$ cat config.mk
export PLATFORM = sky130hd
export DESIGN_NAME = alu_cmd_issuer
export DESIGN_NICKNAME = d
export VERILOG_FILES = /design/src/rtl/alu_pkg.sv /design/src/rtl/alu_cmd_fifo.sv /design/src/rtl/alu_cmd_issuer.sv
export SDC_FILE = /design/constraint.sdc
export NUM_CORES = 1
export LEC_CHECK = 0
export BUFFER_PORTS_ARGS = -buffer_cell sky130_fd_sc_hd__buf_2
export CORE_ASPECT_RATIO = 1.75
export CORE_UTILIZATION = 50
export DETAILED_ROUTE_END_ITERATION = 8
export PLACE_DENSITY_LB_ADDON = 0.05
export SYNTH_ARGS = -nofsm -noshare
export SYNTH_HDL_FRONTEND = slang
export SYNTH_HIERARCHICAL = 1
export SYNTH_SLANG_ARGS = --single-unit
export TNS_END_PERCENT = 100
$ cat constraint.sdc
create_clock -name clock -period 4.9 [get_ports clock]
set_clock_uncertainty 0.2 [all_clocks]
set_input_delay 1.47 -clock clock [delete_from_list [all_inputs] [get_ports clock]]
set_output_delay 1.47 -clock clock [all_outputs]
set_load 0.02 [all_outputs]
$ cat src/rtl/alu_pkg.sv
// rtl/alu_pkg.sv - shared opcodes, issuer FSM encoding and divide-by-zero result
package alu_pkg;

   localparam logic [2:0] OP_ADD  = 3'b000;
   localparam logic [2:0] OP_SUB  = 3'b001;
   localparam logic [2:0] OP_DIV  = 3'b010;
   localparam logic [2:0] OP_MOD  = 3'b011;
   localparam logic [2:0] OP_AND  = 3'b100;
   localparam logic [2:0] OP_OR   = 3'b101;
   localparam logic [2:0] OP_XOR  = 3'b110;
   localparam logic [2:0] OP_XNOR = 3'b111;

   typedef enum logic [1:0] {
      ST_IDLE  = 2'b00,
      ST_ISSUE = 2'b01,
      ST_WAIT  = 2'b10,
      ST_HOLD  = 2'b11
   } issuer_state_e;

   // Wide enough for any supported WIDTH; users slice [WIDTH:0].
   localparam int                  MAX_WIDTH   = 64;
   localparam logic [MAX_WIDTH:0]  DIV0_RESULT = '1;

   function automatic logic is_div_op(input logic [2:0] op);
      return (op == OP_DIV) || (op == OP_MOD);
   endfunction

endpackage

$ cat src/rtl/alu_cmd_fifo.sv
// rtl/alu_cmd_fifo.sv - command FIFO; push is ignored when full, pop when empty
module alu_cmd_fifo #(
   parameter int DEPTH = 4,
   parameter int DW    = 35
) (
   input  logic          clock,
   input  logic          reset,
   input  logic          push_i,
   input  logic [DW-1:0] push_data_i,
   input  logic          pop_i,
   output logic [DW-1:0] pop_data_o,
   output logic          full_o,
   output logic          empty_o
);

   localparam int AW = (DEPTH > 1) ? $clog2(DEPTH) : 1;

   logic [DW-1:0] mem_q [DEPTH];
   logic [AW-1:0] wr_ptr_q, rd_ptr_q;
   logic [AW:0]   count_q;
   logic          wr_en, rd_en;

   assign full_o     = (count_q == (AW+1)'(DEPTH));
   assign empty_o    = (count_q == '0);
   assign wr_en      = push_i && !full_o;
   assign rd_en      = pop_i && !empty_o;
   assign pop_data_o = mem_q[rd_ptr_q];

   always_ff @(posedge clock) begin
      if (wr_en) begin
         mem_q[wr_ptr_q] <= push_data_i;
      end
   end

   // DEPTH is a power of two, so pointers wrap by natural overflow.
   always_ff @(posedge clock) begin
      if (reset) begin
         wr_ptr_q <= '0;
         rd_ptr_q <= '0;
         count_q  <= '0;
      end else begin
         if (wr_en) wr_ptr_q <= wr_ptr_q + 1'b1;
         if (rd_en) rd_ptr_q <= rd_ptr_q + 1'b1;
         case ({wr_en, rd_en})
            2'b10:   count_q <= count_q + 1'b1;
            2'b01:   count_q <= count_q - 1'b1;
            default: count_q <= count_q;
         endcase
      end
   end

endmodule

$ cat src/rtl/alu_cmd_issuer.sv
// rtl/alu_cmd_issuer.sv - queues ALU commands, issues them one at a time, returns responses
module alu_cmd_issuer
   import alu_pkg::*;
#(
   parameter int DEPTH = 4,
   parameter int WIDTH = 16
) (
   input  logic             clock,
   input  logic             reset,
   input  logic             cmd_valid,
   output logic             cmd_ready,
   input  logic [2:0]       cmd_op,
   input  logic [WIDTH-1:0] cmd_a,
   input  logic [WIDTH-1:0] cmd_b,
   output logic [WIDTH-1:0] alu_in1,
   output logic [WIDTH-1:0] alu_in2,
   output logic [2:0]       alu_select,
   input  logic [WIDTH:0]   alu_out,
   output logic             rsp_valid,
   input  logic             rsp_ready,
   output logic [WIDTH:0]   rsp_data,
   output logic             rsp_err,
   output logic [2:0]       rsp_op
);

   localparam int DW = 3 + 2*WIDTH;

   logic             fifo_push, fifo_pop, fifo_full, fifo_empty;
   logic [DW-1:0]    fifo_wdata, fifo_rdata;
   logic [2:0]       head_op;
   logic [WIDTH-1:0] head_a, head_b;

   issuer_state_e    state_q, state_d;
   logic [WIDTH-1:0] alu_in1_q, alu_in1_d, alu_in2_q, alu_in2_d;
   logic [2:0]       alu_sel_q, alu_sel_d;
   logic [WIDTH:0]   rsp_data_q, rsp_data_d;
   logic             rsp_err_q, rsp_err_d;
   logic [2:0]       rsp_op_q, rsp_op_d;
   logic             rsp_valid_q, rsp_valid_d;

   assign fifo_wdata                 = {cmd_op, cmd_a, cmd_b};
   assign {head_op, head_a, head_b}  = fifo_rdata;
   assign cmd_ready                  = !fifo_full;
   assign fifo_push                  = cmd_valid && !fifo_full;

   alu_cmd_fifo #(
      .DEPTH (DEPTH),
      .DW    (DW)
   ) u_fifo (
      .clock       (clock),
      .reset       (reset),
      .push_i      (fifo_push),
      .push_data_i (fifo_wdata),
      .pop_i       (fifo_pop),
      .pop_data_o  (fifo_rdata),
      .full_o      (fifo_full),
      .empty_o     (fifo_empty)
   );

   always_ff @(posedge clock) begin
      if (reset) begin
         state_q     <= ST_IDLE;
         alu_in1_q   <= '0;
         alu_in2_q   <= '0;
         alu_sel_q   <= OP_ADD;
         rsp_data_q  <= '0;
         rsp_err_q   <= 1'b0;
         rsp_op_q    <= 3'b000;
         rsp_valid_q <= 1'b0;
      end else begin
         state_q     <= state_d;
         alu_in1_q   <= alu_in1_d;
         alu_in2_q   <= alu_in2_d;
         alu_sel_q   <= alu_sel_d;
         rsp_data_q  <= rsp_data_d;
         rsp_err_q   <= rsp_err_d;
         rsp_op_q    <= rsp_op_d;
         rsp_valid_q <= rsp_valid_d;
      end
   end

   always_comb begin
      state_d     = state_q;
      alu_in1_d   = alu_in1_q;
      alu_in2_d   = alu_in2_q;
      alu_sel_d   = alu_sel_q;
      rsp_data_d  = rsp_data_q;
      rsp_err_d   = rsp_err_q;
      rsp_op_d    = rsp_op_q;
      rsp_valid_d = rsp_valid_q;
      fifo_pop    = 1'b0;

      case (state_q)
         ST_IDLE: begin
            if (!fifo_empty) begin
               fifo_pop = 1'b1;
               rsp_op_d = head_op;
               if (is_div_op(head_op) && (head_b == '0)) begin
                  rsp_err_d  = 1'b1;
                  rsp_data_d = DIV0_RESULT[WIDTH:0];
                  state_d    = ST_HOLD;
               end else begin
                  alu_in1_d = head_a;
                  alu_in2_d = head_b;
                  alu_sel_d = head_op;
                  state_d   = ST_ISSUE;
               end
            end
         end
         ST_ISSUE: begin
            state_d = ST_WAIT;
         end
         ST_WAIT: begin
            rsp_data_d  = alu_out;
            rsp_err_d   = 1'b0;
            rsp_valid_d = 1'b1;
            state_d     = ST_HOLD;
         end
         ST_HOLD: begin
            // A divide-by-zero enters HOLD with valid low; it rises one cycle later.
            if (rsp_valid_q && rsp_ready) begin
               rsp_valid_d = 1'b0;
               state_d     = ST_IDLE;
            end else begin
               rsp_valid_d = 1'b1;
            end
         end
         default: state_d = ST_IDLE;
      endcase
   end

   assign alu_in1    = alu_in1_q;
   assign alu_in2    = alu_in2_q;
   assign alu_select = alu_sel_q;
   assign rsp_data   = rsp_data_q;
   assign rsp_err    = rsp_err_q;
   assign rsp_op     = rsp_op_q;
   assign rsp_valid  = rsp_valid_q;

endmodule

After elaboration in Yosys (flattened, before gate mapping)
Memory sizes are Yosys's and may differ from the RTL's. A register that Yosys moved wholly into a read port is not among the register bits.
Index checks and enable logic that the tools add are counted.
{"block": "word_totals", "elab_cells": 66, "mem_bits_rw": 140, "output_inout_bits": 58, "memories": 1, "register_bits": 66}
{"memory": "u_fifo.mem_q", "words": 4, "word_bits": 35, "read_ports": 1, "rd_ports_with_merged_regs": 1, "write_ports": 1, "line_no": "alu_cmd_fifo.sv:18", "text": "logic [DW-1:0] mem_q [DEPTH];"}
{"block": "op_classes", "addsub": 4, "n_eq_ne": 11, "n_mux": 19, "reduce_logical": 18, "bitwise_logic": 2}
{"operator": "$mux 17", "count": 2}
{"operator": "$pmux 17 s2", "count": 1}
{"operator": "$logic_not 16->1", "count": 1}
{"operator": "$mux 2", "count": 5}
{"operator": "$pmux 2 s4", "count": 1}
{"operator": "$mux 1", "count": 7}
{"operator": "$eq 2x2->1 const B", "count": 3}
{"operator": "$eq 3x2->1 const B", "count": 2}
{"operator": "$ne 2x2->1 const B", "count": 3}
{"operator": "$pmux 3 s2", "count": 1}
{"operator": "$reduce_and 3->1", "count": 2}
{"operator": "$reduce_bool 2->1", "count": 3}
{"operator": "$logic_and 1x1->1", "count": 5}
{"operator": "$add 2x1->2 const B", "count": 2}
{"operator": "$eq 2x1->1 const B", "count": 2}
{"operator": "$pmux 1 s2", "count": 2}
{"operator": "$reduce_and 2->1", "count": 2}
{"operator": "$add 3x1->3 const B", "count": 1}
{"operator": "$eq 3x3->1 const B", "count": 1}
{"operator": "$logic_not 3->1", "count": 1}
{"operator": "$sub 3x1->3 const B", "count": 1}
{"operator": "$logic_not 1->1", "count": 2}
{"operator": "$logic_not 2->1", "count": 1}
{"operator": "$not 1->1", "count": 2}
{"operator": "$logic_or 1x1->1", "count": 1}

Longest topological paths before layout
Gate-level depths: netlist (run 1).
{"block": "depth", "depth_word": 6, "depth_mapped": 13}

By module
The synthesis (run 1) kept the hierarchy.
{"module": "alu_cmd_fifo", "n_inst": 1, "cells_per_inst": 237, "seq_area_each_um2": 4384.2, "area_each_um2": 5587.9}
{"module": "alu_cmd_issuer", "n_inst": 1, "cells_per_inst": 299, "seq_area_each_um2": 1181.1, "area_each_um2": 2622.5}

Worst setup path after synthesis (run 1)
Ideal clock, no wire load.
{"block": "synth_path", "path_type": "input to register", "start": "input cmd_valid", "end": "memory u_fifo.mem_q[0][0], enable pin", "n_path_buf": 0, "t_required_ns": 4.305, "path_slack_ns": 1.524, "t_arrival_ns": 2.780, "path_stages": 4, "setup_ns": 0.395, "path_cell_list": "nor2b_1 > inv_1 > nor2_1 > and2_1"}
{"block": "synth_via", "elab_chain_len": 4}
{"element": "start, declared", "line_no": "alu_cmd_issuer.sv:10", "text": "input logic cmd_valid,"}
{"element": "$logic_and 1x1->1", "line_no": "alu_cmd_issuer.sv:44", "text": "assign fifo_push = cmd_valid && !fifo_full;"}
{"element": "$logic_and 1x1->1", "line_no": "alu_cmd_fifo.sv:25", "text": "assign wr_en = push_i && !full_o;"}
{"element": "$mux 1", "line_no": "alu_cmd_fifo.sv:30", "text": "if (wr_en) begin"}
{"element": "$mux 1 (implied by the code)", "line_no": "alu_cmd_fifo.sv:31", "text": "mem_q[wr_ptr_q] <= push_data_i;"}
{"element": "end, declared", "line_no": "alu_cmd_fifo.sv:18"}
Every way passes these cells.

==> flow_results.org, run 1 <==
** STA
- Share of the clock period used by the worst path after layout :: 78.0%
- Hold Worst Slack :: 0.254 ns
- Number of max-slew violations in the final report :: 0
- Slew @ Worst Pin :: 1.01 ns
- For the final routed database, the setup TNS stands at 0 ns.
- Based on the critical path, the design can be clocked at up to 261 MHz.
- Setup slack closes at 1.08 ns.
- Measured against its own limit, the worst slew margin works out to 32.6%.
- Setup repair after global routing left no endpoint under its margin.
- The total count of hold-check failures in the final report was 0.
- Endpoints failing setup :: 0
- Min cycle time layout :: 3.82 ns

** Finish
- Proportion of layout cells with a drive suffix above 1 :: 29.9%
- The filler cells instantiated in the layout total 1256.
- Net total in the final layout :: 713
- The finished layout holds 849 standard cells, fillers aside.
- Compared with the post-synthesis result, the final layout area differs by 16.2%.
- Summing all non-filler instances in the final layout gives an area of 9540 um^2.

** Routing
- After detailed routing, the number of remaining DRC violations is 0.
- Routed length per placed instance :: 18.7 um
- The detail route stage leaves a number of antenna-violating nets equal to 0.
- Via count :: 4623
- Wire length after detailed routing :: 15900 um
- Number of vias per cell after detailed routing :: 5.45
- Drt first pass iters :: 4
- Initial DRC count :: 161

** Flow run
- The tool flagged a number of max-cap violations equal to 0.

** Power
- Dividing total power by cell area gives a power density of 561 nW/um^2.
- The clock network accounts for 28.6% of the total power.
- Per report_power, the sequential group accounts for 44.3% of the total.
- Int Pwr :: 3.73 mW
- The worst-case IR drop observed on VDD is 0.403 mV.
- Logic gate share of total power :: 27.1%
- In this run the static leakage power is 3.63 nW.
- Sw power :: 1.63 mW
- Sw Share :: 30.4%

** Clocking
- In this run the post-CTS setup repair buffer count came out at 0.
- The tree built by TritonCTS fans out to 208 sinks.
- The number of hold buffers added after CTS was 0.
- Maximum count of clock buffers along a single path :: 3
- Post-CTS resize count :: 0
- TritonCTS Buffers :: 19
- CTS tree :: done
- Root Driver :: sky130_fd_sc_hd__clkbuf_16
- CTS built an H-tree with a depth of 1.
- Clock insertion delay at the later pin of the skew report :: 0.48 ns
- After clock tree synthesis, the clock-pin slew on the worst setup and hold paths is 0.07 ns.

** Logic synthesis
- After synthesis, the largest family of logic cells by area is multiplexers.
- After synthesis, the share of flip-flops with an asynchronous set or reset is 0%.
- The most used flip-flop cell after synthesis is sky130_fd_sc_hd__edfxtp_1.
- After synthesis, the netlist uses 43 different library cells.
- Part of the Yosys area used for sequential elements :: 67.8%
- Averaged over all synthesized cells, the footprint is 15.3 um^2.
- After Yosys synthesis, XOR and XNOR cells account for 0.320% of the synthesized area.
- Area share of and/or/nand/nor cells after synthesis :: 7.56%
- When the netlist entered floorplanning its net count stood at 602.
- Number of storage elements in the synthesis netlist :: 208
- Yosys printed 6 warnings.
- Yosys mapped a number of flops with a built-in enable equal to 140.
- Of all cell types, the one taking the most synthesized area is sky130_fd_sc_hd__edfxtp_1.
- The synthesized netlist devotes 4.68% of its cell area to compound gates.
- Adder-cell share of the synthesized area :: 1.62%
- Cell types with the largest area share after synthesis :: sky130_fd_sc_hd__edfxtp_1 51%, sky130_fd_sc_hd__dfxtp_1 17%, sky130_fd_sc_hd__mux4_2 8.2%
- Post-Syn Instances :: 536
- Syn Std Cell Area :: 8210 um^2
- Multiplexer fraction of the synthesized cell area :: 14.0%
- Share of the synthesized area in the top cell type :: 51.2%

** Critical path
- For the worst setup path, the data arrival time is 3.93 ns.
- Critical path class :: flip-flop to flip-flop
- The worst setup path is captured at a flip-flop.
- For the worst setup path, the data required time is 5.01 ns.
- Of all nets on the critical path, the largest fanout is 18.
- Critical path startpoint category :: flip-flop

** Outcome
- Status :: finished, final reports clean

** Place
- Prior to clock tree synthesis, the placed netlist has a worst setup slack of 1.00 ns.
- Port bufs :: 113
- After detailed placement, the total cell area comes to 8890 um^2.
- Detailed-placement wirelength estimate :: 10600 um
- Once placement completed, the tool counted placed cells totaling 815.
- Final weighted congestion in routability-driven placement :: 0.744

** Global routing
- The number of antenna violations at the first check in global routing came to 1.
- For this run the aggregate overflow at the end of global routing stands at 0.
- Number of global-route vias before repair :: 4887
- The first global-routing pass estimated 25100 um of wire.
- Tot GR Track Use :: 19.3%
- Entering global routing, the biggest net connects 56 pins.

** Floorplanning
- Die width :: 98.9 um
- The floorplan has 61 rows.
- # IOs :: 114
- The die is 172 um tall.
- The floorplan step defined a core boundary enclosing 16000 um^2.
- Once the floorplan was initialized, standard cells occupied 51.5% of the core.
- The floorplan step defined a die boundary enclosing 17000 um^2.

** Min path
- The worst hold path belongs to the class flip-flop to flip-flop.
- Startpoint of the most critical hold path :: alu_in1[3]$_SDFFE_PP0P_
logic make-up after synthesis:
family          Yosys count
xor+xnor                  3
simple gates            126
flops                   208
mux                      69
buf+inv                  63
compound gates           57
fa+ha+maj                10
per-layer routing:
layer / up-vias / share of wire (%) / track usage, %
li1: 2204 / - / -
met1: 2274 / 38 / 21.5
met2: 121 / 55 / 37.2
met3: 24 / 4.4 / 2.89
met4: 0 / 2.2 / 6.29
met5: - / 0 / 0
layout by cell type, fill, tap and decap left out, types with 2 or more instances in the layout:
| cell | count |
|---|---|
| sky130_fd_sc_hd__edfxtp_1 | 140 |
| sky130_fd_sc_hd__buf_2 | 113 |
| sky130_fd_sc_hd__nand2_1 | 76 |
| sky130_fd_sc_hd__dfxtp_1 | 66 |
| sky130_fd_sc_hd__mux2i_1 | 34 |
| sky130_fd_sc_hd__inv_1 | 30 |
| sky130_fd_sc_hd__mux4_2 | 30 |
| sky130_fd_sc_hd__a21oi_1 | 26 |
| sky130_fd_sc_hd__nand2b_1 | 21 |
| sky130_fd_sc_hd__clkbuf_16 | 19 |
| sky130_fd_sc_hd__a311oi_1 | 18 |
| sky130_fd_sc_hd__nor2_1 | 10 |
| sky130_fd_sc_hd__ha_1 | 9 |
| sky130_fd_sc_hd__buf_4 | 8 |
| sky130_fd_sc_hd__mux4_1 | 5 |
| sky130_fd_sc_hd__o21ai_0 | 4 |
| sky130_fd_sc_hd__and2_2 | 4 |
| sky130_fd_sc_hd__bufinv_16 | 3 |
| sky130_fd_sc_hd__clkbuf_8 | 3 |
| sky130_fd_sc_hd__xor2_1 | 3 |
| sky130_fd_sc_hd__or3_1 | 3 |
| sky130_fd_sc_hd__nor2b_1 | 2 |
| sky130_fd_sc_hd__or4_4 | 2 |
| sky130_fd_sc_hd__clkinv_1 | 2 |
| sky130_fd_sc_hd__clkinv_2 | 2 |
| sky130_fd_sc_hd__clkinvlp_4 | 2 |
| sky130_fd_sc_hd__clkbuf_1 | 2 |
| sky130_fd_sc_hd__dfxtp_2 | 2 |
power groups by stage:
stage	Combinational, mW	Clock (mW)	Sequential, mW
finish	1.45	1.53	2.37
global route	1.59	1.63	2.41
floorplan	0.963	0	2.54
CTS	1.48	1.57	2.38
detailed placement	1.48	0	2.42
global placement	1.46	0	2.40
final timing paths:
check	end	slack, ns	cells after the start
max	rsp_data[3]$_SDFFE_PP0P_	1.08	6
min	alu_in1[3]$_SDFFE_PP0P_	0.25	2
max reg2reg	rsp_data[3]$_SDFFE_PP0P_	1.08	6
min reg2reg	alu_in1[3]$_SDFFE_PP0P_	0.25	2
critical path, cell delays in order, from the launching register on:
cell	delay [ns]
sky130_fd_sc_hd__dfxtp_2	0.70
sky130_fd_sc_hd__buf_4	0.32
sky130_fd_sc_hd__mux4_2	0.52
sky130_fd_sc_hd__or4_1	0.62
sky130_fd_sc_hd__nor3_4	0.55
sky130_fd_sc_hd__a21bo_1	0.54
sky130_fd_sc_hd__a311oi_1	0.18
flip-flops by register name (all words and copies together) (netlist names), named ones only:
name and flops:
u_fifo/mem_q 140, rsp_data 17, alu_in1 16, alu_in2 16, alu_select 3, rsp_op 3
u_fifo/count_q 3, state_q 2, u_fifo/rd_ptr_q 2, u_fifo/wr_ptr_q 2, rsp_err 1, rsp_valid 1
synth_stat cells (all sizes together), types with 2 or more instances:
cell type and n:
and2 4, a21oi 27, dfxtp 68, ha 9, inv 30, nand2 76, nand2b 21, edfxtp 140
nor2b 2, buf 19, nor3 3, or4 3, nor2 10, clkbuf 13, a311oi 18, or3 3
o21ai 4, xor2 3, mux2i 34, mux4 35
layout make-up:
cell class / instances / area [um^2] / area share, %
clock inverter: 9 / 123 / 1.28
clock buffer: 24 / 524 / 5.49
inverter: 31 / 116 / 1.22
tap: 189 / 236 / 2.48
sequential: 208 / 5570 / 58.3
timing repair buffer: 122 / 646 / 6.77
multi-input combinational: 265 / 2330 / 24.4
antenna: 1 / 2.50 / 0.0262
stage by stage:
step           power, mW  utilization, %
2_1_floorplan       3.50               -
3_3_place_gp        3.86            55.8
3_5_place_dp        3.89            55.8
4_1_cts             5.43            59.8
5_1_grt             5.63            59.8
6_report            5.36            59.8
(Power assumes the default switching activity.)
==> run 2, diff against run 1 <==
Settings changed: ABC_AREA set to 1.
Clock period 4.9 ns to 3.2 ns, I/O delays scaled along.
==> flow_results.org, run 2 <==
** Power
- PwrDens :: 900 nW/um^2 (was 561 nW/um^2)
- The internal cell power came to 5.67 mW (was 3.73 mW).
- The switching power of the nets is 3.14 mW (was 1.63 mW).
- Sequential power share :: 41.1% (was 44.3%)
- Leak Pwr :: 3.74 nW (was 3.63 nW)
- The logic gate share of total power is 32.6% (was 27.1%).
- The part of the power in the clock network is 26.3% (was 28.6%).
- The share of total power consumed by net switching was 35.6% (was 30.4%).
- The worst voltage drop across the vdd grid is 0.625 mV (was 0.403 mV).

** Logic synthesis
- Cell type with the highest aggregate area in the netlist :: sky130_fd_sc_hd__edfxtp_1 (unchanged)
- Synth unique cells :: 33 (was 43)
- The commonest register cell after synthesis is sky130_fd_sc_hd__edfxtp_1 (unchanged).
- Syn avg cell area :: 11.3 um^2 (was 15.3 um^2)
- Commonest cells in the netlist: 140 x sky130_fd_sc_hd__edfxtp_1, 114 x sky130_fd_sc_hd__nor2_1, 68 x sky130_fd_sc_hd__dfxtp_1 (was 140 x sky130_fd_sc_hd__edfxtp_1, 76 x sky130_fd_sc_hd__nand2_1, 68 x sky130_fd_sc_hd__dfxtp_1).
- The fraction of registers with async set/reset came to 0% (unchanged).
- Part of the Yosys area used for sequential elements :: 66.3% (was 67.8%)
- The area share of the largest cell type after synthesis came to 50.1% (was 51.2%).
- Yosys warning total :: 6 (unchanged)
- Post-Syn Instances :: 743 (was 536)
- Cell types with the largest area share after synthesis :: sky130_fd_sc_hd__edfxtp_1 50%, sky130_fd_sc_hd__dfxtp_1 16%, sky130_fd_sc_hd__nor2_1 5.1% (was sky130_fd_sc_hd__edfxtp_1 51%, sky130_fd_sc_hd__dfxtp_1 17%, sky130_fd_sc_hd__mux4_2 8.2%)
- Top-count cell post-synth :: sky130_fd_sc_hd__edfxtp_1 (unchanged)
- The count of state elements after synthesis came to 208 (unchanged).
- The cell area after synthesis is 8400 um^2 (was 8210 um^2).
- Net count after synthesis :: 809 (was 602)
- Post-synth EDFFs :: 140 (unchanged)

** Clocking
- Hold_buf cts :: 0 (unchanged)
- The number of H-tree levels was 1 (unchanged).
- TritonCTS Buffers :: 20 (was 19)
- CTS tree :: done (unchanged)
- Clock insertion delay at the later pin of the skew report :: 0.49 ns (was 0.48 ns)
- The clock transition at the registers of the reported paths came to 0.06 ns (was 0.07 ns).
- The sink count of the clock tree came to 208 (unchanged).
- The maximum buffer depth of the clock tree was 3 (unchanged).
- Root Driver :: sky130_fd_sc_hd__clkbuf_16 (unchanged)
- The buffer count from post-CTS setup fixing came to 0 (unchanged).
- The post-CTS resize count came to 0 (unchanged).

** STA
- Setup TNS Final :: 0 ns (unchanged)
- The portion of the clock cycle consumed by the worst path in the final layout came to 84.0% (was 78.0%).
- Final WS setup :: 0.513 ns (was 1.08 ns)
- The achievable frequency came to 372 MHz (was 261 MHz).
- Setup repair after global routing missed its margin: false (unchanged).
- The minimum period implied by the final worst setup slack is 2.69 ns (was 3.82 ns).
- Endpoints failing setup :: 0 (unchanged)
- The total count of hold-check failures in the final report came to 0 (unchanged).
- The slew at the pin closest to its max-slew limit was 1.05 ns (was 1.01 ns).
- Number of max-slew violations in the final report :: 0 (unchanged)
- The headroom to the max-slew limit came to 29.7% (was 32.6%).

** Critical path
- Required time of the critical path :: 3.42 ns (was 5.01 ns)
- Count of buffer and inverter cells on the critical path :: 2 (was 1)
- CP max stage delay :: 0.47 ns (was 0.70 ns)
- Critical path class :: flip-flop to flip-flop (unchanged)
- Maximum fanout along the worst path :: 70 (was 18)
- Critical path startpoint category :: flip-flop (unchanged)
- The arrival time at the worst endpoint came to 2.91 ns (was 3.93 ns).
- Cell with the largest stage delay on the worst path :: sky130_fd_sc_hd__inv_4 (was sky130_fd_sc_hd__dfxtp_2)
- Cell-by-cell listing of the critical path: inv_4 -> o21ai_0 -> o22ai_1 -> nor2_1 -> nand2_1 -> nor2_4 -> nand2_4 -> buf_4 -> nand3_1 -> a21oi_2 (was buf_4 -> mux4_2 -> or4_1 -> nor3_4 -> a21bo_1 -> a311oi_1).
- The family with the most delay on the worst path is buffers and inverters (was simple AND/OR/NAND/NOR gates).
- Critical path endpoint category :: flip-flop (unchanged)

** Place
- The weighted congestion at the end of routability-driven global placement was 0.705 (was 0.744).
- The number of buffers added on ports came to 113 (unchanged).
- The estimated wirelength of the detail-placed design was 11300 um (was 10600 um).
- The instance area after placement is 9140 um^2 (was 8890 um^2).
- DP Worst Slack :: 0.503 ns (was 1.00 ns)

** Floorplanning
- # IOs :: 114 (unchanged)
- Starting Density :: 51.1% (was 51.5%)
- The die extent in y came to 173 um (was 172 um).
- The width of the die came to 100 um (was 98.9 um).
- Area of the core region :: 16400 um^2 (was 16000 um^2)
- The placement row count was 62 (was 61).
- Total die area :: 17300 um^2 (was 17000 um^2)

** Flow run
- Max-cap viol count :: 0 (unchanged)

** Finish
- The flip-flop count of the largest register after layout came to 140 (unchanged).
- Leading cell type in the layout, fill and taps excluded :: sky130_fd_sc_hd__edfxtp_1 (unchanged)
- Commonest non-fill, non-tap cells in the layout :: 140 x sky130_fd_sc_hd__edfxtp_1, 113 x sky130_fd_sc_hd__buf_2, 110 x sky130_fd_sc_hd__nor2_1, 67 x sky130_fd_sc_hd__dfxtp_1, 58 x sky130_fd_sc_hd__nand2_1 (was 140 x sky130_fd_sc_hd__edfxtp_1, 113 x sky130_fd_sc_hd__buf_2, 76 x sky130_fd_sc_hd__nand2_1, 66 x sky130_fd_sc_hd__dfxtp_1, 34 x sky130_fd_sc_hd__mux2i_1)
- The register ranked first by flip-flop count is u_fifo/mem_q (unchanged).
- The total number of nets in the final design was 913 (was 713).
- Area grow syn2layout :: 16.5% (was 16.2%)
- The post-layout instance area was 9790 um^2 (was 9540 um^2).
- Proportion of layout cells with a drive suffix above 1 :: 26.1% (was 29.9%)
- Storage cell area :: 5570 um^2 (about the same)
- The multi-input logic area came to 2450 um^2 (was 2330 um^2).
- The total of fill cells in the finished design came to 1417 (was 1256).

** Min path
- Worst min-delay path class :: flip-flop to flip-flop (unchanged)

** Routing
- The residual antenna-violating net count after detailed routing came to 0 (unchanged).
- The post-route DRC violation count came to 0 (unchanged).
- Routed length per placed instance :: 17.1 um (was 18.7 um)
- The number of DRC violations after detailed-routing iteration 0 came to 262 (was 161).
- Drt first pass iters :: 4 (unchanged)
- Via count :: 5765 (was 4623)
- The detailed-route vias per instance came to 5.31 (was 5.45).
- Wire length after detailed routing :: 18500 um (was 15900 um)

** Outcome
- Status :: finished, final reports clean (unchanged)

** Global routing
- Number of global-route vias before repair :: 5854 (was 4887)
- Antenna violations before repair :: 1 (unchanged)
- Largest net degree at the start of global routing :: 71 (was 56)
- The first-pass GRT wire length was 29800 um (was 25100 um).
- Tot GR Track Use :: 22.0% (was 19.3%)
- The overflow left after global routing is 0 (unchanged).
[run 2: worst paths after layout]
| path | start | end | slack [ns] | cells after the start |
|---|---|---|---|---|
| worst max register to register | flip-flop | alu_in1[12]$_SDFFE_PP0P_ | 0.51 | 10 |
| worst min-delay path | alu_select[1]$_SDFFE_PP0P_ | alu_select[1]$_SDFFE_PP0P_ | 0.25 | 2 |
| worst max-delay path | flip-flop | alu_in1[12]$_SDFFE_PP0P_ | 0.51 | 10 |
| worst min register to register | alu_select[1]$_SDFFE_PP0P_ | alu_select[1]$_SDFFE_PP0P_ | 0.25 | 2 |
[run 2: kinds of logic after synthesis]
kind of cell | count (synthesis) | synth area share (%)
adders and majority gates | 10 | 1.58
and+or+nand+nor | 272 | 15.4
AOI/OAI and AO/OA | 175 | 11.8
buffers and inverters | 78 | 4.93
DFF | 208 | 66.3
[run 2: layer usage]
| layer | wire length [um] | global-route usage (%) | vias up | part of all wire, % |
|---|---|---|---|---|
| li1 | - | - | 2806 | - |
| met1 | 7220 | 25.5 | 2802 | 39 |
| met2 | 10100 | 41.2 | 135 | 54 |
| met3 | 912 | 3.10 | 22 | 4.9 |
| met4 | 308 | 6.86 | 0 | 1.7 |
| met5 | 0 | 0 | - | 0 |
[run 2: layout make-up]
cell class                 count  area share, %
multi-input combinational    457           25.0
timing repair buffer         126           7.29
clock inverter                11           1.07
inverter                      34           1.33
clock buffer                  25           5.52
sequential                   208           56.9
antenna                        1         0.0256
tap                          224           2.86
[run 2: worst reg2reg max path: cells and delay by family (launching register included)]
kind	cells	cell delay, ns
and+or+nand+nor	5	0.69
buffers and inverters	2	0.77
AOI/OAI and AO/OA	3	0.64
DFF	1	0.33
[run 2: power groups by stage]
stage               combinational, mW  clock, mW  sequential (mW)
detailed placement               2.90          0             3.68
finish                           2.87       2.32             3.62
global route                     3.18       2.48             3.67
floorplan                        1.83          0             3.96
global placement                 2.83          0             3.66
CTS                              2.92       2.38             3.62
[run 2: through the flow]
| stage | hold slack, ns | utilization (%) | power, mW | std cells |
|---|---|---|---|---|
| final | 0.249 | 59.5 | 8.81 | 1086 |
| after global routing | 0.279 | 59.5 | 9.33 | 1086 |
| after CTS | 0.247 | 59.5 | 8.92 | 1085 |
| after detailed placement | 0.237 | 55.6 | 6.58 | 1049 |
| after global placement | 0.245 | 55.6 | 6.49 | 1049 |
| after floorplan | 0.259 | - | 5.79 | 743 |
==> run 3, diff against run 2 <==
Clock period 3.2 ns to 2.41 ns, I/O delays scaled along.
==> flow_results.org, run 3 (synthesized netlist as in run 2, its figures left out) <==
** Floorplanning
- Starting Density :: 51.1% (unchanged)
- Total die area :: 17300 um^2 (unchanged)
- The die extent in y came to 173 um (unchanged).
- Standard-cell rows :: 62 (unchanged)
- The area of the core region is 16400 um^2 (unchanged).
- Die width :: 100 um (unchanged)
- The number of placed I/O pins came to 114 (unchanged).

** Routing
- Number of vias per cell after detailed routing :: 5.41 (was 5.31)
- Via count :: 6007 (was 5765)
- Antenna violation net count after detailed routing :: 0 (unchanged)
- The post-route DRC violation count came to 0 (unchanged).
- The detailed-router iteration count before antenna repair is 5 (was 4).
- The total wirelength of the detailed-routed design came to 19900 um (was 18500 um).
- The average detailed-routed wire length per instance was 17.9 um (was 17.1 um).
- The number of DRC violations after detailed-routing iteration 0 came to 293 (was 262).

** Place
- Port bufs :: 113 (unchanged)
- DP Worst Slack :: -0.0657 ns (was 0.503 ns)
- The weighted congestion at the end of routability-driven global placement came to 0.754 (was 0.705).
- The estimated wirelength of the detail-placed design was 12100 um (was 11300 um).
- The instance area after placement is 9270 um^2 (was 9140 um^2).

** STA
- Share of the clock period used by the worst path after layout :: 96.3% (was 84.0%)
- The minimum period implied by the final worst setup slack came to 2.32 ns (was 2.69 ns).
- Peak clock frequency supported by timing :: 431 MHz (was 372 MHz)
- The slew at the pin closest to its max-slew limit is 0.467 ns (was 1.05 ns).
- Setup repair after global routing missed its margin: true (was false).
- Number of max-slew violations in the final report :: 0 (unchanged)
- The final worst slack is 0.0891 ns (was 0.513 ns).
- The total negative slack is 0 ns (unchanged).
- The setup violation total in the final timing report is 0 (unchanged).
- Max-Slew Margin vs Limit :: 68.8% (was 29.7%)
- Number of hold violations in the final report :: 0 (unchanged)

** Critical path
- Critical path startpoint category :: flip-flop (unchanged)
- The family with the most delay on the worst path is simple AND/OR/NAND/NOR gates (was buffers and inverters).
- The arrival time at the worst endpoint was 2.50 ns (was 2.91 ns).
- Critical path class :: flip-flop to flip-flop (unchanged)
- CP max stage delay :: 0.40 ns (was 0.47 ns)
- Setup slack of the most critical reg-to-reg path :: 0.09 ns (was 0.51 ns)
- Maximum fanout along the worst path :: 20 (was 70)
- Count of buffer and inverter cells on the critical path :: 2 (unchanged)
- Required time of the critical path :: 2.59 ns (was 3.42 ns)
- Cell-by-cell listing of the critical path :: buf_6 -> o21ai_0 -> o22ai_1 -> nor2_1 -> nand3_2 -> nor2_4 -> buf_12 -> nand3_2 -> a21oi_1 -> nor2_1 (was inv_4 -> o21ai_0 -> o22ai_1 -> nor2_1 -> nand2_1 -> nor2_4 -> nand2_4 -> buf_4 -> nand3_1 -> a21oi_2)
- Cell with the largest stage delay on the worst path :: sky130_fd_sc_hd__dfxtp_4 (was sky130_fd_sc_hd__inv_4)
- Critical path endpoint category :: flip-flop (unchanged)

** Finish
- Number of filler instances in the final layout :: 1345 (was 1417)
- Commonest non-fill, non-tap cells in the layout :: 140 x sky130_fd_sc_hd__edfxtp_1, 113 x sky130_fd_sc_hd__buf_2, 109 x sky130_fd_sc_hd__nor2_1, 66 x sky130_fd_sc_hd__dfxtp_1, 57 x sky130_fd_sc_hd__nand2_1 (was 140 x sky130_fd_sc_hd__edfxtp_1, 113 x sky130_fd_sc_hd__buf_2, 110 x sky130_fd_sc_hd__nor2_1, 67 x sky130_fd_sc_hd__dfxtp_1, 58 x sky130_fd_sc_hd__nand2_1)
- Post-layout utilization of the core :: 61.7% (was 59.5%)
- Net total in the final layout :: 939 (was 913)
- Register name with the most flops :: u_fifo/mem_q (unchanged)
- Proportion of layout cells with a drive suffix above 1 :: 29.2% (was 26.1%)
- The flip-flop count of the largest register after layout is 140 (unchanged).
- Post-route cell area :: 10100 um^2 (was 9790 um^2)
- Area grow syn2layout :: 20.8% (was 16.5%)
- The leading cell type in the layout, fill and taps excluded is sky130_fd_sc_hd__edfxtp_1 (unchanged).

** Global routing
- Antenna violations before repair :: 0 (was 1)
- The overflow left after global routing was 0 (unchanged).
- GR met3 Demand/Resource :: 3.10% (unchanged)
- The met1 track utilization from global routing came to 26.5% (was 25.5%).
- Largest net degree at the start of global routing :: 45 (was 71)
- Global-route wire length before repair :: 31100 um (was 29800 um)
- Met2 routing resource usage after global routing :: 44.1% (was 41.2%)
- The via count of the first global-routing pass was 6016 (was 5854).
- Tot GR Track Use :: 23.3% (was 22.0%)
- Layer with the highest usage :: met2 (unchanged)

** Power
- The worst voltage drop across the vdd grid is 0.918 mV (was 0.625 mV).
- The power per unit of standard cell area was 1200 nW/um^2 (was 900 nW/um^2).
- The sum of internal, switching and leakage power is 12.2 mW (was 8.81 mW).
- The leakage power total was 3.89 nW (was 3.74 nW).

** Outcome
- Status :: finished, final reports clean (unchanged)

** Clocking
- CTS H-tree depth :: 1 (unchanged)
- Hold_buf cts :: 0 (unchanged)
- Sinks on the clock net :: 208 (unchanged)
- The CTS buffer count came to 19 (was 20).
- Clock transition at the register clock pins on the worst setup and hold paths after CTS :: 0.07 ns (was 0.06 ns)
- Clock insertion delay at the later pin of the skew report :: 0.49 ns (about the same)
- The maximum buffer depth of the clock tree came to 3 (unchanged).
- The clock tree from TritonCTS was done (unchanged).
- Root Driver :: sky130_fd_sc_hd__clkbuf_16 (unchanged)

** Flow run
- Max-cap viol count :: 0 (unchanged)

** Min path
- Worst min-delay path class :: input port to flip-flop (was flip-flop to flip-flop)
[run 3: cell types whose count changed in the layout (fill, tap and decap cells not counted), sizes merged]
cell / previous run / this run
inv: 34 / 35
clkbuf: 25 / 23
bufinv: 2 / 4
clkinvlp: 1 / 2
clkinv: 8 / 4
nand3: 42 / 45
nand2: 80 / 81
buf: 126 / 148
[run 3: metrics by stage]
stage	hold slack, ns	cells
2_1_floorplan	0.259	743
3_3_place_gp	0.243	1065
3_5_place_dp	0.246	1065
4_1_cts	0.232	1103
5_1_grt	0.240	1109
6_report	0.249	1110
[run 3: routing by layer]
metal,up-vias,part of all wire (%)
met5,-,0
met1,2920,38
met3,30,5.2
met4,0,1.8
met2,187,55
li1,2870,-
[run 3: layout make-up]
class | count | area [um^2] | area share [%]
diodes | 1 | 2.50 | 0.0247
clock inverters | 11 | 163 | 1.60
flip-flops and latches | 208 | 5570 | 54.9
multi-input cells | 461 | 2520 | 24.9
well taps | 224 | 280 | 2.76
clock buffers | 22 | 507 | 5.00
inverters | 34 | 138 | 1.36
repair buffers | 149 | 960 | 9.46
[run 3: path summary, 6_finish.rpt]
path                                                      to                        from  cells after the start
worst max register to register      rsp_data[1]$_SDFFE_PP0P_                   flip-flop                     10
worst min-delay path            u_fifo/mem_q[2][4]$_DFFE_PP_                    cmd_b[4]                      1
worst max-delay path                rsp_data[1]$_SDFFE_PP0P_                   flip-flop                     10
worst min register to register    alu_select[1]$_SDFFE_PP0P_  alu_select[1]$_SDFFE_PP0P_                      2
[run 3: timing repair]
action,in CTS,in global routing
setup endpoints to repair,17,54
cloned,3,2
buffers inserted,2,4
gates resized for setup,3,16
pin swaps,2,5
[run 3: report_power, final]
group,internal [mW],switching [mW],leakage (nW)
clock network,1.94,1.29,0.324
logic,1.41,2.73,1.72
registers,4.52,0.328,1.84
total,7.87,4.35,3.89
